**src/rtl/bpu_update_sched.sv**
```systemverilog
// In-order scheduler from two branch-resolution slots to a single predictor table-update port.
// An update accepted at edge N is visible on wr_* from cycle N+1 when the queue was empty; there is no bypass.
// upd_ready deasserts when fewer than two entries are free. wr_* hold steady while the predictor stalls.
module bpu_update_sched #(
  parameter int DEPTH = 8,
  parameter int CNT_W = 16
) (
  input  logic                       clk,
  input  logic                       reset,
  input  logic                       upd1_valid,
  input  logic [31:0]                upd1_pc,
  input  logic                       upd1_taken,
  input  logic [31:0]                upd1_target,
  input  logic [1:0]                 upd1_type,
  input  logic                       upd2_valid,
  input  logic [31:0]                upd2_pc,
  input  logic                       upd2_taken,
  input  logic [31:0]                upd2_target,
  input  logic [1:0]                 upd2_type,
  output logic                       upd_ready,
  input  logic                       hold,
  input  logic                       clear,
  output logic                       wr_valid,
  input  logic                       wr_ready,
  output logic [31:0]                wr_pc,
  output logic                       wr_taken,
  output logic [31:0]                wr_target,
  output logic [1:0]                 wr_type,
  output logic [$clog2(DEPTH):0]     count,
  output logic                       overflow,
  output logic [CNT_W-1:0]           enq_cnt,
  output logic [CNT_W-1:0]           drop_cnt
);

  localparam int PW = $clog2(DEPTH);
  localparam int CW = PW + 1;

  typedef struct packed {
    logic [31:0] pc;
    logic        taken;
    logic [31:0] target;
    logic [1:0]  typ;
  } entry_t;

  entry_t         mem [DEPTH];
  logic [PW-1:0]  head;
  logic [PW-1:0]  tail;
  logic           deq;
  logic [CW-1:0]  space;
  logic           acc1;
  logic           acc2;
  logic           drop1;
  logic           drop2;
  logic [1:0]     n_acc;
  logic [1:0]     n_drop;
  logic [PW-1:0]  tail2;

  // Adds 0..2 to a statistics counter and pins it at all-ones on overflow.
  function automatic logic [CNT_W-1:0] sat_add(input logic [CNT_W-1:0] cnt, input logic [1:0] inc);
    logic [CNT_W:0] sum;
    sum = {1'b0, cnt} + (CNT_W+1)'(inc);
    return sum[CNT_W] ? {CNT_W{1'b1}} : sum[CNT_W-1:0];
  endfunction

  // Handshake, free space (including the slot freed by this cycle's drain) and per-slot accept/drop.
  always_comb begin
    wr_valid  = (count != '0) && !hold && !clear;
    deq       = wr_valid && wr_ready;
    upd_ready = (count <= CW'(DEPTH - 2));
    space     = CW'(DEPTH) - count + CW'(deq);
    // Slot 1 is older, so it claims the first free entry; clear discards both without counting drops.
    acc1      = !clear && upd1_valid && (space != '0);
    acc2      = !clear && upd2_valid && (space > (acc1 ? CW'(1) : CW'(0)));
    drop1     = !clear && upd1_valid && !acc1;
    drop2     = !clear && upd2_valid && !acc2;
    n_acc     = {1'b0, acc1} + {1'b0, acc2};
    n_drop    = {1'b0, drop1} + {1'b0, drop2};
    tail2     = acc1 ? (tail + PW'(1)) : tail;
  end

  // Show-ahead view of the head entry.
  always_comb begin
    wr_pc     = mem[head].pc;
    wr_taken  = mem[head].taken;
    wr_target = mem[head].target;
    wr_type   = mem[head].typ;
  end

  // Storage writes; slot 2 lands behind slot 1 when both are accepted.
  always_ff @(posedge clk) begin
    if (acc1) mem[tail]  <= '{upd1_pc, upd1_taken, upd1_target, upd1_type};
    if (acc2) mem[tail2] <= '{upd2_pc, upd2_taken, upd2_target, upd2_type};
  end

  // Pointers, occupancy and statistics; clear empties the queue but leaves statistics alone.
  always_ff @(posedge clk) begin
    if (reset) begin
      head     <= '0;
      tail     <= '0;
      count    <= '0;
      overflow <= 1'b0;
      enq_cnt  <= '0;
      drop_cnt <= '0;
    end else begin
      if (clear) begin
        head  <= '0;
        tail  <= '0;
        count <= '0;
      end else begin
        head  <= head + PW'(deq);
        tail  <= tail + PW'(n_acc);
        count <= count + CW'(n_acc) - CW'(deq);
      end
      if (n_drop != 2'd0) overflow <= 1'b1;
      enq_cnt  <= sat_add(enq_cnt, n_acc);
      drop_cnt <= sat_add(drop_cnt, n_drop);
    end
  end

endmodule

```
**config.mk**
```make
export PLATFORM = sky130hd
export DESIGN_NAME = bpu_update_sched
export DESIGN_NICKNAME = d
export VERILOG_FILES = /design/src/rtl/bpu_update_sched.sv
export SDC_FILE = /design/constraint.sdc
export NUM_CORES = 1
export LEC_CHECK = 0
export BUFFER_PORTS_ARGS = -buffer_cell sky130_fd_sc_hd__clkbuf_2
export CORE_MARGIN = 2
export CORE_UTILIZATION = 50
export CTS_BUF_LIST = sky130_fd_sc_hd__clkbuf_4
export DETAILED_ROUTE_END_ITERATION = 10
export PLACE_DENSITY = 0.76
export SYNTH_ARGS = -nofsm -noshare
export SYNTH_HDL_FRONTEND = slang
export SYNTH_SLANG_ARGS = --single-unit
```
**constraint.sdc**
```tcl
create_clock -name clk -period 11.8 [get_ports clk]
set_input_delay 2.36 -clock clk [delete_from_list [all_inputs] [get_ports clk]]
set_output_delay 2.36 -clock clk [all_outputs]
set_load 0.01 [all_outputs]
```
### Word level (Yosys, flattened, before mapping)

Memories as Yosys holds them, arrays and structs flattened. A register that Yosys moved wholly into a read port is not among the register bits.
Cells that the tools add are included.

| word-level totals | value |
|---|---|
| bits in registers | 43 |
| RAM bits | 536 |
| input port bits | 141 |
| output and inout bits | 106 |
| word-level logic and storage cells | 46 |
| memories kept | 1 |

Memories:

| name | words | width | rd ports | clocked after Yosys merged registers in | wr ports | RTL line | RTL |
|---|---|---|---|---|---|---|---|
| mem | 8 | 67 | 1 | 1 | 2 | 45 | `entry_t mem [DEPTH];` |

| operators by class | value |
|---|---|
| add/subtract/negate cells | 11 |
| order comparisons | 2 |
| multiplexer cells | 9 |
| reduce and logical (&&, ||, !) cells | 17 |

Operator list:

| kind | count |
|---|---|
| 16-bit by 2-bit adder with 17-bit output | 2 |
| 16-bit 2-to-1 mux | 2 |
| 1-bit logical AND | 9 |
| 4-bit nonzero test | 2 |
| 3-bit 2-to-1 mux | 2 |
| 1-bit 2-to-1 mux | 5 |
| 1-bit by 1-bit adder with 2-bit output | 2 |
| 4-bit by 1-bit adder with 4-bit output | 1 |
| 4-bit by 2-bit adder with 4-bit output | 1 |
| 4-bit by 1-bit greater-than comparator with 1-bit output | 1 |
| 4-bit by 3-bit less-or-equal comparator with 1-bit output, second input constant | 1 |
| 1-bit zero test | 4 |
| 4-bit by 1-bit subtractor with 4-bit output | 1 |
| 4-bit subtractor, first input constant | 1 |
| 3-bit by 1-bit adder with 3-bit output | 1 |
| 3-bit by 1-bit adder with 3-bit output, second input constant | 1 |
| 3-bit by 2-bit adder with 3-bit output | 1 |
| 2-bit nonzero test | 1 |
| 2-bit OR reduction | 1 |

### Longest topological paths before layout

Gate-level depths: netlist of the first run.

| logic depth | value |
|---|---|
| word-level depth | 15 |
| mapped depth | 25 |
| mapped depth without buffers | 24 |

### Worst setup path after synthesis of the first run

Ideal clock, no wire load.

| timing | value |
|---|---|
| path kind | input port to flip-flop |
| start | input port hold |
| end | memory mem[4][0] (netlist bit), enable pin |
| setup time | 0.675 ns |
| arrival | 10.582 ns |
| data required time | 11.125 ns |
| path slack | 0.543 ns |
| stages on the path | 9 |
| buffers on the path | 0 |
| path through | a211oi_1 nand2_1 ha_1 inv_1 ha_1 nand2b_1 a21boi_2 o311ai_4 o41ai_1 |

RTL lines:

| element | RTL line | RTL |
|---|---|---|
| start, declared | 21 | `input logic hold,` |
| end, declared | 45 |  |

### Final worst setup path of the first run

| timing | value |
|---|---|
| start | input port clear |
| end | register enq_cnt[11] |

| on the way | value |
|---|---|
| longest elaborated chain between the ends | 12 |
| elaborated cells between the ends (all ways) | 14 |
| classes of those cells | 3 x add/sub; 1 x order compare; 2 x mux; 8 x reduce/logical |

Ends and longest elaborated chain:

| element | RTL line | RTL |
|---|---|---|
| start, declared | 22 | `input logic clear,` |
| 1-bit zero test (*) | 67, 72, 73 |  |
| 1-bit logical AND | 67 | `wr_valid = (count != '0) && !hold && !clear;` |
| 1-bit logical AND | 68 | `deq = wr_valid && wr_ready;` |
| 4-bit by 1-bit adder with 4-bit output | 70 | `space = CW'(DEPTH) - count + CW'(deq);` |
| 4-bit nonzero test | 72 | `acc1 = !clear && upd1_valid && (space != '0);` |
| 1-bit logical AND | 72 |  |
| 1-bit 2-to-1 mux | 73 | `acc2 = !clear && upd2_valid && (space > (acc1 ? CW'(1) : CW'(0)));` |
| 4-bit by 1-bit greater-than comparator with 1-bit output | 73 |  |
| 1-bit logical AND | 73 |  |
| 1-bit by 1-bit adder with 2-bit output (*) | 76 | `n_acc = {1'b0, acc1} + {1'b0, acc2};` |
| 16-bit by 2-bit adder with 17-bit output (*) | 61 | `sum = {1'b0, cnt} + (CNT_W+1)'(inc);` |
| 16-bit 2-to-1 mux (*) | 62 | `return sum[CNT_W] ? {CNT_W{1'b1}} : sum[CNT_W-1:0];` |
| end signal, assigned | 115 | `enq_cnt <= sat_add(enq_cnt, n_acc);` |
| end, declared | 31 | `output logic [CNT_W-1:0] enq_cnt,` |

Mark *: on every way between the ends. The rest lies on a longest branch, timed or not.
A chain may end at the register's enable or synchronous reset.

==> results.toml, run 1 <==
[power_and_ir_drop]
irDropWorstVdd_mv = 0.0889
power_density_nw_per_um2 = 141
p_leak_nw = 11.4

[clocking]
clk-insertion-delay-late_ns = 0.99
h-tree-depth = 4
cts_buffer_depth = 3
cts_made_buffers = 154
postCtsResizedCells = 0
post_cts_buffers = 0
clkSlewWorstSetupHoldPaths_ns = 0.06
root_buffer = "clkbuf_4"
hold_buffers = 0
cts_tree = "yes"
clock-sinks = 579

[global_routing]
grt_pass1_wl_mm = 107
grt_antenna_before_repair = 12
grt_pass1_vias = 18200
grt_max_degree = 65
grt.overflow.total = 0
grt_use_total_pct = 23.9

[synthesis]
synth_seq_cells = 579
synth_cells = 1672
synth_cell_types = 54
synth_area_per_cell_um2 = 17.3
async_flop_share_pct = 0
ys_warn_count = 0
ys.flop_type = "edfxtp_1"
syn_nets = 1838
yosysSeqAreaShare_pct = 58.5
synth_area_um2 = 29000
synth_edf_count = 536

[place]
port_buffers = 246
dp_hpwl_mm = 40.0
pre_cts_ws_ns = 3.38
placed_cell_area_um2 = 31100
globalplace.congestion = 0.791

[sta]
grt_setup_unrepaired = "false"
tns_ns = 0
slew_violations = 0
finalHoldViolations = 0
fmax_mhz = 134
worst_slack_ns = 4.35
post-route-min-period_ns = 7.45
slew_headroom_pct = 30.0
tightest_slew_ns = 1.05
timing.final.crit_share_pct = 63.1
finalSetupViolCount = 0
clock_skew_ns = 0.0628

[setup_path]
start_kind = "input port"
critical-path-max-stage-delay_ns = 0.81
reg2reg_depth = 23
critical_path_class = "input port to flop"
crit_fanout = 13
cp.arrival_ns = 8.36
cp_cell_sequence = "clkbuf_2 -> a211oi_1 -> nand2_1 -> ha_1 -> inv_1 -> ha_1 -> nor2b_1 -> a21boi_2 -> o311ai_4 -> inv_2 -> ha_1 -> o21bai_1 -> nor4_4 -> a211oi_2 -> ha_1 -> ha_1 -> inv_1 -> fa_1 -> nor4b_1 -> and3_1 -> nand2_1 -> a21oi_1"
path_common_cell = "ha_1"
crit_required_ns = 12.71
slowest_stage = "a211oi_2"
end_kind = "flop"

[final_layout]
area_growth_pct = 14.4
nFillCells = 4528
layout-drive-gt1-share_pct = 45.1
final_nets = 2170
stdcell_area_um2 = 33200

[routing]
vias_per_cell = 5.89
drtAntennaViolNets = 0
drc = 0
wl_per_cell_um = 24.4
drtPass1Iterations = 5
wl_mm = 70.4
drt_iter0_drc = 1208
dr_total_vias = 17000

[status]
status = "completed"

[job]
cap_violations = 0

[floorplan]
fp.dieW_um = 245
die_h_um = 245
fp.coreArea_um2 = 57500
fp-row-count = 88
die_area_um2 = 59900
initial_core_util_pct = 50.4
num_io_pins = 247

[min_path]
hold_depth = 2
hp-class = "flop to flop"
## cells in the final DEF, fill, tap and decap left out, drive strengths merged, types with 6 or more instances in the layout
master / Yosys / routed
dfxtp: 43 / 43
diode: 0 / 9
mux4: 134 / 134
and3: 7 / 7
xor2: 12 / 12
nand2: 22 / 22
nor2b: 8 / 8
edfxtp: 536 / 536
nand3: 16 / 16
a21oi: 30 / 30
buf: 73 / 34
bufinv: 0 / 6
clkbuf: 31 / 480
nor2: 24 / 24
ha: 21 / 21
nand4: 6 / 6
clkinv: 0 / 14
mux2: 603 / 603
and2: 6 / 6
xnor2: 13 / 13
inv: 29 / 33
nor3: 7 / 7
## final timing paths
| kind | from | endpoint | slack, ns |
|---|---|---|---|
| setup / recovery | clear | enq_cnt[11] | 4.35 |
| hold / removal | overflow | overflow | 0.50 |
| setup reg to reg | count[3] | enq_cnt[11] | 4.93 |
| hold reg to reg | overflow | overflow | 0.50 |
## per-layer routing
metal	wire [um]	vias to the layer above	share of wire [%]	global-route usage, %
met3	4590	141	6.5	5.63
met1	29400	8732	42	31.2
met4	1930	10	2.7	9.68
met5	70	-	0.099	0
li1	-	7512	-	-
met2	34400	589	49	38.6
## Yosys cell counts (all sizes together), types with 2 or more instances
master	instances	area, um^2
a211oi	4	35.0
a21oi	30	150
a31oi	3	18.8
and2	6	37.5
and3	7	43.8
buf	73	387
clkbuf	31	116
dfxtp	43	861
edfxtp	536	16100
fa	4	80.1
ha	21	263
inv	29	109
mux2	603	6790
mux2i	4	40.0
mux4	134	3020
nand2	22	82.6
nand2b	4	25.0
nand3	16	80.1
nand4	6	37.5
nor2	24	90.1
nor2b	8	50.1
nor3	7	35.0
nor4	2	27.5
nor4b	3	32.5
o21ai	4	20.0
o21bai	2	15.0
o22ai	4	31.3
o32a	2	20.0
or2	2	12.5
xnor2	13	114
xor2	12	105
## power breakdown
group	switching, W	leakage (nW)	internal [W]
Combinational	0.000274	4.97	0.000226
Clock	0.000816	1.21	0.00103
Sequential	0.0000225	5.21	0.00232
## critical path, delay by kind of cell
family                   cells  cell delay (ns)
AO/OA/AOI/OAI                6             2.14
adder cells (fa/ha/maj)      6             1.70
AND/OR/NAND/NOR              6             1.65
buffers and inverters        4             0.48
## stage by stage
step | cells | hold slack (ns) | utilization [%] | total power [W]
after floorplan | 1672 | 0.470 | - | 0.00269
after global placement | 2613 | 0.477 | 54.1 | 0.00287
after detailed placement | 2613 | 0.484 | 54.1 | 0.00289
after CTS | 2873 | 0.502 | 57.6 | 0.00474
after global routing | 2879 | 0.543 | 57.7 | 0.00488
final | 2882 | 0.502 | 57.7 | 0.00469
## cells by family (layout without fill, tap and decap cells)
| group | Yosys count | after routing | share of synthesized area, % |
|---|---|---|---|
| mux | 741 | 741 | 34.0 |
| flops | 579 | 579 | 58.5 |
| buf+inv | 133 | 569 | 2.11 |
| simple gates | 109 | 109 | 1.97 |
| compound gates | 60 | 60 | 1.46 |
| fa+ha+maj | 25 | 25 | 1.18 |
| xor+xnor | 25 | 25 | 0.756 |
| other cells | 0 | 9 | 0 |
## final cells by class
class | instances | area, um^2 | share of cell area [%]
well taps | 765 | 957 | 2.89
diodes | 9 | 22.5 | 0.0679
clock buffers | 234 | 1760 | 5.30
inverters | 29 | 109 | 0.328
multi-input cells | 960 | 11600 | 34.9
clock inverters | 26 | 269 | 0.811
repair buffers | 280 | 1490 | 4.48
flip-flops and latches | 579 | 17000 | 51.2
## state kept, by name, summed over array words and instances, names as in the netlist
signal and count:
enq_cnt 16, count 4, mem 536, overflow 1
drop_cnt 16, head 3, tail 3
(Power assumes the default switching activity.)
==> inputs of run 2 (changes only) <==
clock period = 7.1 ns   (was 11.8 ns; I/O delays follow)
==> run 2 against run 1 <==
Compared with the run above:
- first-iteration DRC count rose by 2.0%
- global-route usage grew 0.60 points
- die area unchanged
- non-clock buffer count rose by 1
- flip-flop and latch count is the same
- sequential power rose by 67%
- total power is 66% higher
- largest cell class unchanged
- clock skew shrank 0.032 ns
- worst setup slack got worse by 3.6 ns
- hold slack got worse by 0.026 ns
- cell count unchanged
==> results.toml, run 2 (synthesis results as in run 1) <==
[global_routing]
grt_use_total_pct = 24.5
grt_pass1_vias = 18400
grt_max_degree = 84
grt_antenna_before_repair = 14
grt_pass1_wl_mm = 109
grt.overflow.total = 0

[final_layout]
layout-drive-gt1-share_pct = 45.4
area_growth_pct = 15.3
multiInputGateArea_um2 = 11600
final_common_cell = "edfxtp_1"
largest_reg_flops = 536
nFillCells = 4446
reg_top3 = "mem: 536 flops, drop_cnt: 16 flops, enq_cnt: 16 flops"
stdcell_area_um2 = 33400
final_cell_mix = "edfxtp_1 (536), mux2_1 (342), mux2_2 (261), clkbuf_2 (246), clkbuf_4 (240)"
seqCellArea_um2 = 17000
top_register = "mem"
final_nets = 2172

[floorplan]
num_io_pins = 247
fp.coreArea_um2 = 57500
fp.dieW_um = 245
die_h_um = 245
initial_core_util_pct = 50.4
fp-row-count = 88
die_area_um2 = 59900

[routing]
wl_per_cell_um = 24.9
vias_per_cell = 5.93
dr_total_vias = 17100
wl_mm = 71.8
drt_iter0_drc = 1232
drtPass1Iterations = 5
drtAntennaViolNets = 0
drc = 0

[place]
globalplace.congestion = 0.818
placed_cell_area_um2 = 31400
port_buffers = 246
dp_hpwl_mm = 38.9

[job]
cap_violations = 0

[sta]
tns_ns = 0
tightest_slew_ns = 1.05
slew_violations = 0
fmax_mhz = 157
whs_ns = 0.477
grt_setup_unrepaired = "false"
post-route-min-period_ns = 6.35
slew_headroom_pct = 30.0
clock_skew_ns = 0.0307
timing.final.crit_share_pct = 89.5
finalHoldViolations = 0
finalSetupViolCount = 0

[setup_path]
reg2reg_depth = 23
start_kind = "flop"
critical_path_class = "flop to flop"
critical-path-max-stage-delay_ns = 0.59
cp_cell_sequence = "inv_2 -> ha_1 -> a211oi_1 -> nand2_1 -> ha_1 -> inv_1 -> ha_1 -> nor2b_1 -> a21boi_2 -> o311ai_4 -> inv_2 -> ha_1 -> nor2_1 -> nor3_1 -> a211oi_2 -> ha_1 -> ha_1 -> inv_1 -> fa_1 -> nor4b_1 -> and3_1 -> nand2_1 -> a21oi_1"
rrSetupSlack_ns = 0.75
cp.arrival_ns = 7.23
crit_required_ns = 7.97
timing.rr.end = "enq_cnt[4]"
path_common_cell = "ha_1"
end_kind = "flop"
cp_top_family = "simple AND/OR/NAND/NOR gates"
critPathBufInv = 4
path_depth = 23
crit_start = "count[3]"
slowest_stage = "nor4b_1"
r2r_start = "count[3]"
crit_fanout = 13

[status]
status = "completed"

[clocking]
clkSlewWorstSetupHoldPaths_ns = 0.06
cts_made_buffers = 155
post_cts_buffers = 0
clk-insertion-delay-late_ns = 0.98
cts_buffer_depth = 3
postCtsResizedCells = 0
h-tree-depth = 4
hold_buffers = 0
clock-sinks = 579
cts_tree = "yes"
root_buffer = "clkbuf_4"

[power_and_ir_drop]
irDropWorstVdd_mv = 0.127
power_density_nw_per_um2 = 233
p_leak_nw = 11.5

[min_path]
hold_path_end = "overflow"
min_from = "overflow"
hp-class = "flop to flop"
hold_depth = 2
[run 2: cell count changes in the layout (fill, tap and decap cells not counted), moves of 2 or more]
cell,before,now
buf_12,0,19
buf_4,34,16
clkbuf_4,234,240
inv_2,6,8
diode_2,9,5
clkinv_1,12,9
[run 2: per-stage QoR]
step / util (%) / setup WS [ns] / total power (W) / std cells
finish: 58.1 / 0.746 / 0.00779 / 2882
global route: 58.1 / 0.219 / 0.00812 / 2882
floorplan: - / 0.0142 / 0.00447 / 1672
detailed placement: 54.6 / 0.114 / 0.00481 / 2614
global placement: 54.6 / 0.435 / 0.00477 / 2614
CTS: 58.1 / 0.756 / 0.00789 / 2877
[run 2: report_power, final]
part           internal (W)  leakage (nW)  total [W]  switching, W
combinational      0.000381          5.03   0.000839      0.000457
sequential          0.00386          5.21    0.00390     0.0000358
clock               0.00170          1.22    0.00306       0.00135
[run 2: worst max path at each step]
stage	to	slack, ns
final	enq_cnt[4]	0.75
after global routing	enq_cnt[4]	0.22
after CTS	enq_cnt[0]	0.76
after detailed placement	enq_cnt[0]	0.11
after global placement	enq_cnt[1]	0.43
after floorplan	mem[4][0]	0.01
[run 2: worst min-delay path, delay by kind of cell (launching register included)]
kind / cells / cell delay [ns]
AOI/OAI and AO/OA: 1 / 0.05
DFF: 1 / 0.32
buffers and inverters: 1 / 0.05
[run 2: area by class of cell]
cell class | instances | share of cell area, %
Sequential cell | 579 | 50.8
Multi-Input combinational cell | 960 | 34.7
Clock buffer | 240 | 5.39
Timing Repair Buffer | 281 | 5.18
Tap cell | 765 | 2.87
Clock inverter | 23 | 0.682
Inverter | 29 | 0.326
Antenna cell | 5 | 0.0375
[run 2: layer usage]
metal / vias up / global-route usage (%) / wire, um
li1: 7529 / - / -
met4: 18 / 8.46 / 1390
met1: 8779 / 32.2 / 29900
met2: 635 / 39.7 / 35300
met5: - / 0 / 111
met3: 136 / 6.16 / 5160
==> inputs of run 3 (changes only) <==
BUFFER_PORTS_ARGS = not set   (was -buffer_cell sky130_fd_sc_hd__clkbuf_2)
DONT_BUFFER_PORTS = 1   (was not set)
PLACE_DENSITY = 0.72   (was 0.76)
==> run 3 against run 2 <==
Compared with the run above:
- register-to-register slack worse by 0.097 ns
- clock power hardly changed
- count of clock-buffer cells in the layout is 5 higher
- combinational power is 20% lower
- clock skew is 0.015 ns higher
- global-route usage hardly changed
- non-clock buffer count is 241 lower
- critical path depth is 1 higher
- first-iteration DRC count hardly changed
- fmax is 1.5% lower
- critical endpoint is now enq_cnt[9]
==> results.toml, run 3 (synthesis results as in run 1) <==
[sta]
timing.final.crit_share_pct = 90.9
slew_violations = 0
tns_ns = 0
slew_headroom_pct = 21.2
clock_skew_ns = 0.0454
grt_setup_unrepaired = "false"
fmax_mhz = 155
finalSetupViolCount = 0
finalHoldViolations = 0
tightest_slew_ns = 1.18
post-route-min-period_ns = 6.45
worst_slack_ns = 0.649

[setup_path]
cp.arrival_ns = 7.34
critical_path_class = "flop to flop"
crit_fanout = 13
start_kind = "flop"
crit_required_ns = 7.99
end_kind = "flop"

[power_and_ir_drop]
irDropWorstVdd_mv = 0.140
p_leak_nw = 10.4
power_density_nw_per_um2 = 238

[floorplan]
fp.dieW_um = 245
num_io_pins = 247
die_area_um2 = 59900
fp-row-count = 88
fp.coreArea_um2 = 57500
die_h_um = 245
initial_core_util_pct = 50.4

[place]
placed_cell_area_um2 = 30100
globalplace.congestion = 0.802
dp.cells = 2373
port_buffers = 0
pre_cts_ws_ns = 0.263
dp_hpwl_mm = 38.7

[status]
status = "completed"

[clocking]
clkSlewWorstSetupHoldPaths_ns = 0.06
cts_tree = "yes"
clock-sinks = 579
hold_buffers = 0
post_cts_buffers = 0
clk-insertion-delay-late_ns = 0.96
cts_made_buffers = 155
h-tree-depth = 4
root_buffer = "clkbuf_4"
postCtsResizedCells = 0
cts_buffer_depth = 3

[routing]
dr_total_vias = 16300
wl_per_cell_um = 27.2
drt_iter0_drc = 1233
vias_per_cell = 6.15
wl_mm = 71.8
drtPass1Iterations = 7
drc = 0
drtAntennaViolNets = 0

[job]
cap_violations = 0

[global_routing]
grt_use_total_pct = 24.5
grt_pass1_wl_mm = 108
grt_max_degree = 75
grt_pass1_vias = 17700
grt.overflow.total = 0
grt_antenna_before_repair = 3

[final_layout]
final_common_cell = "edfxtp_1"
top_register = "mem"
area_growth_pct = 11.0
finalNonFillerCells = 2642
layout-drive-gt1-share_pct = 38.3
largest_reg_flops = 536
reg_top3 = "mem: 536 flops, drop_cnt: 16 flops, enq_cnt: 16 flops"
stdcell_area_um2 = 32200
final_cell_mix = "edfxtp_1 (536), mux2_1 (342), mux2_2 (261), clkbuf_4 (245), mux4_2 (134)"
postLayoutCoreUtil_pct = 55.9
final_nets = 1931

[min_path]
hp-class = "input port to flop"
==> run 3: routing by layer <==
metal	routed length [um]	track usage (%)	up-vias
met5	0	0	-
met4	1400	8.57	0
met3	5190	6.84	110
met2	35700	40.5	592
met1	29500	31.1	8515
li1	-	-	7044
==> run 3: stage by stage <==
step	hold slack, ns	power (W)
final	0.520	0.00766
after detailed placement	0.535	0.00465
after global placement	0.520	0.00463
after global routing	0.410	0.00799
after floorplan	0.470	0.00447
after CTS	0.368	0.00776
==> run 3: report_power, final <==
group          switching (W)  internal, W
Clock                0.00136      0.00173
Sequential         0.0000422      0.00386
Combinational       0.000356     0.000317
==> run 3: path summary, 6_finish.rpt <==
check,startpoint,endpoint,slack [ns],cells after the start
worst max-delay path,count[3],enq_cnt[9],0.65,24
worst min-delay path,reset,enq_cnt[11],0.52,1
worst max register to register,count[3],enq_cnt[9],0.65,24
worst min register to register,overflow,overflow,0.53,2
==> run 3: cell type report <==
cell class                 count  area (um^2)
clock buffer                 245         1840
multi-input combinational    960        11600
timing repair buffer          40          450
inverter                      29          109
antenna                        1         2.50
sequential                   579        17000
clock inverter                23          230
fill                        4600        25300
tap                          765          957
==> run 3: critical path: stages, from the launching register on <==
cell and delay [ns]:
dfxtp_1 0.62, inv_2 0.13, ha_1 0.23, a211oi_1 0.23, buf_4 0.17, nand2_1 0.10, ha_1 0.22, inv_1 0.06
ha_1 0.16, nor2b_1 0.26, a21boi_2 0.12, o311ai_4 0.45, inv_2 0.20, ha_1 0.34, nor2_1 0.04, nor3_1 0.37
a211oi_2 0.17, ha_1 0.35, ha_1 0.18, inv_1 0.07, fa_1 0.44, nor4b_1 0.59, and3_1 0.32, nand2_1 0.30
a21oi_1 0.24
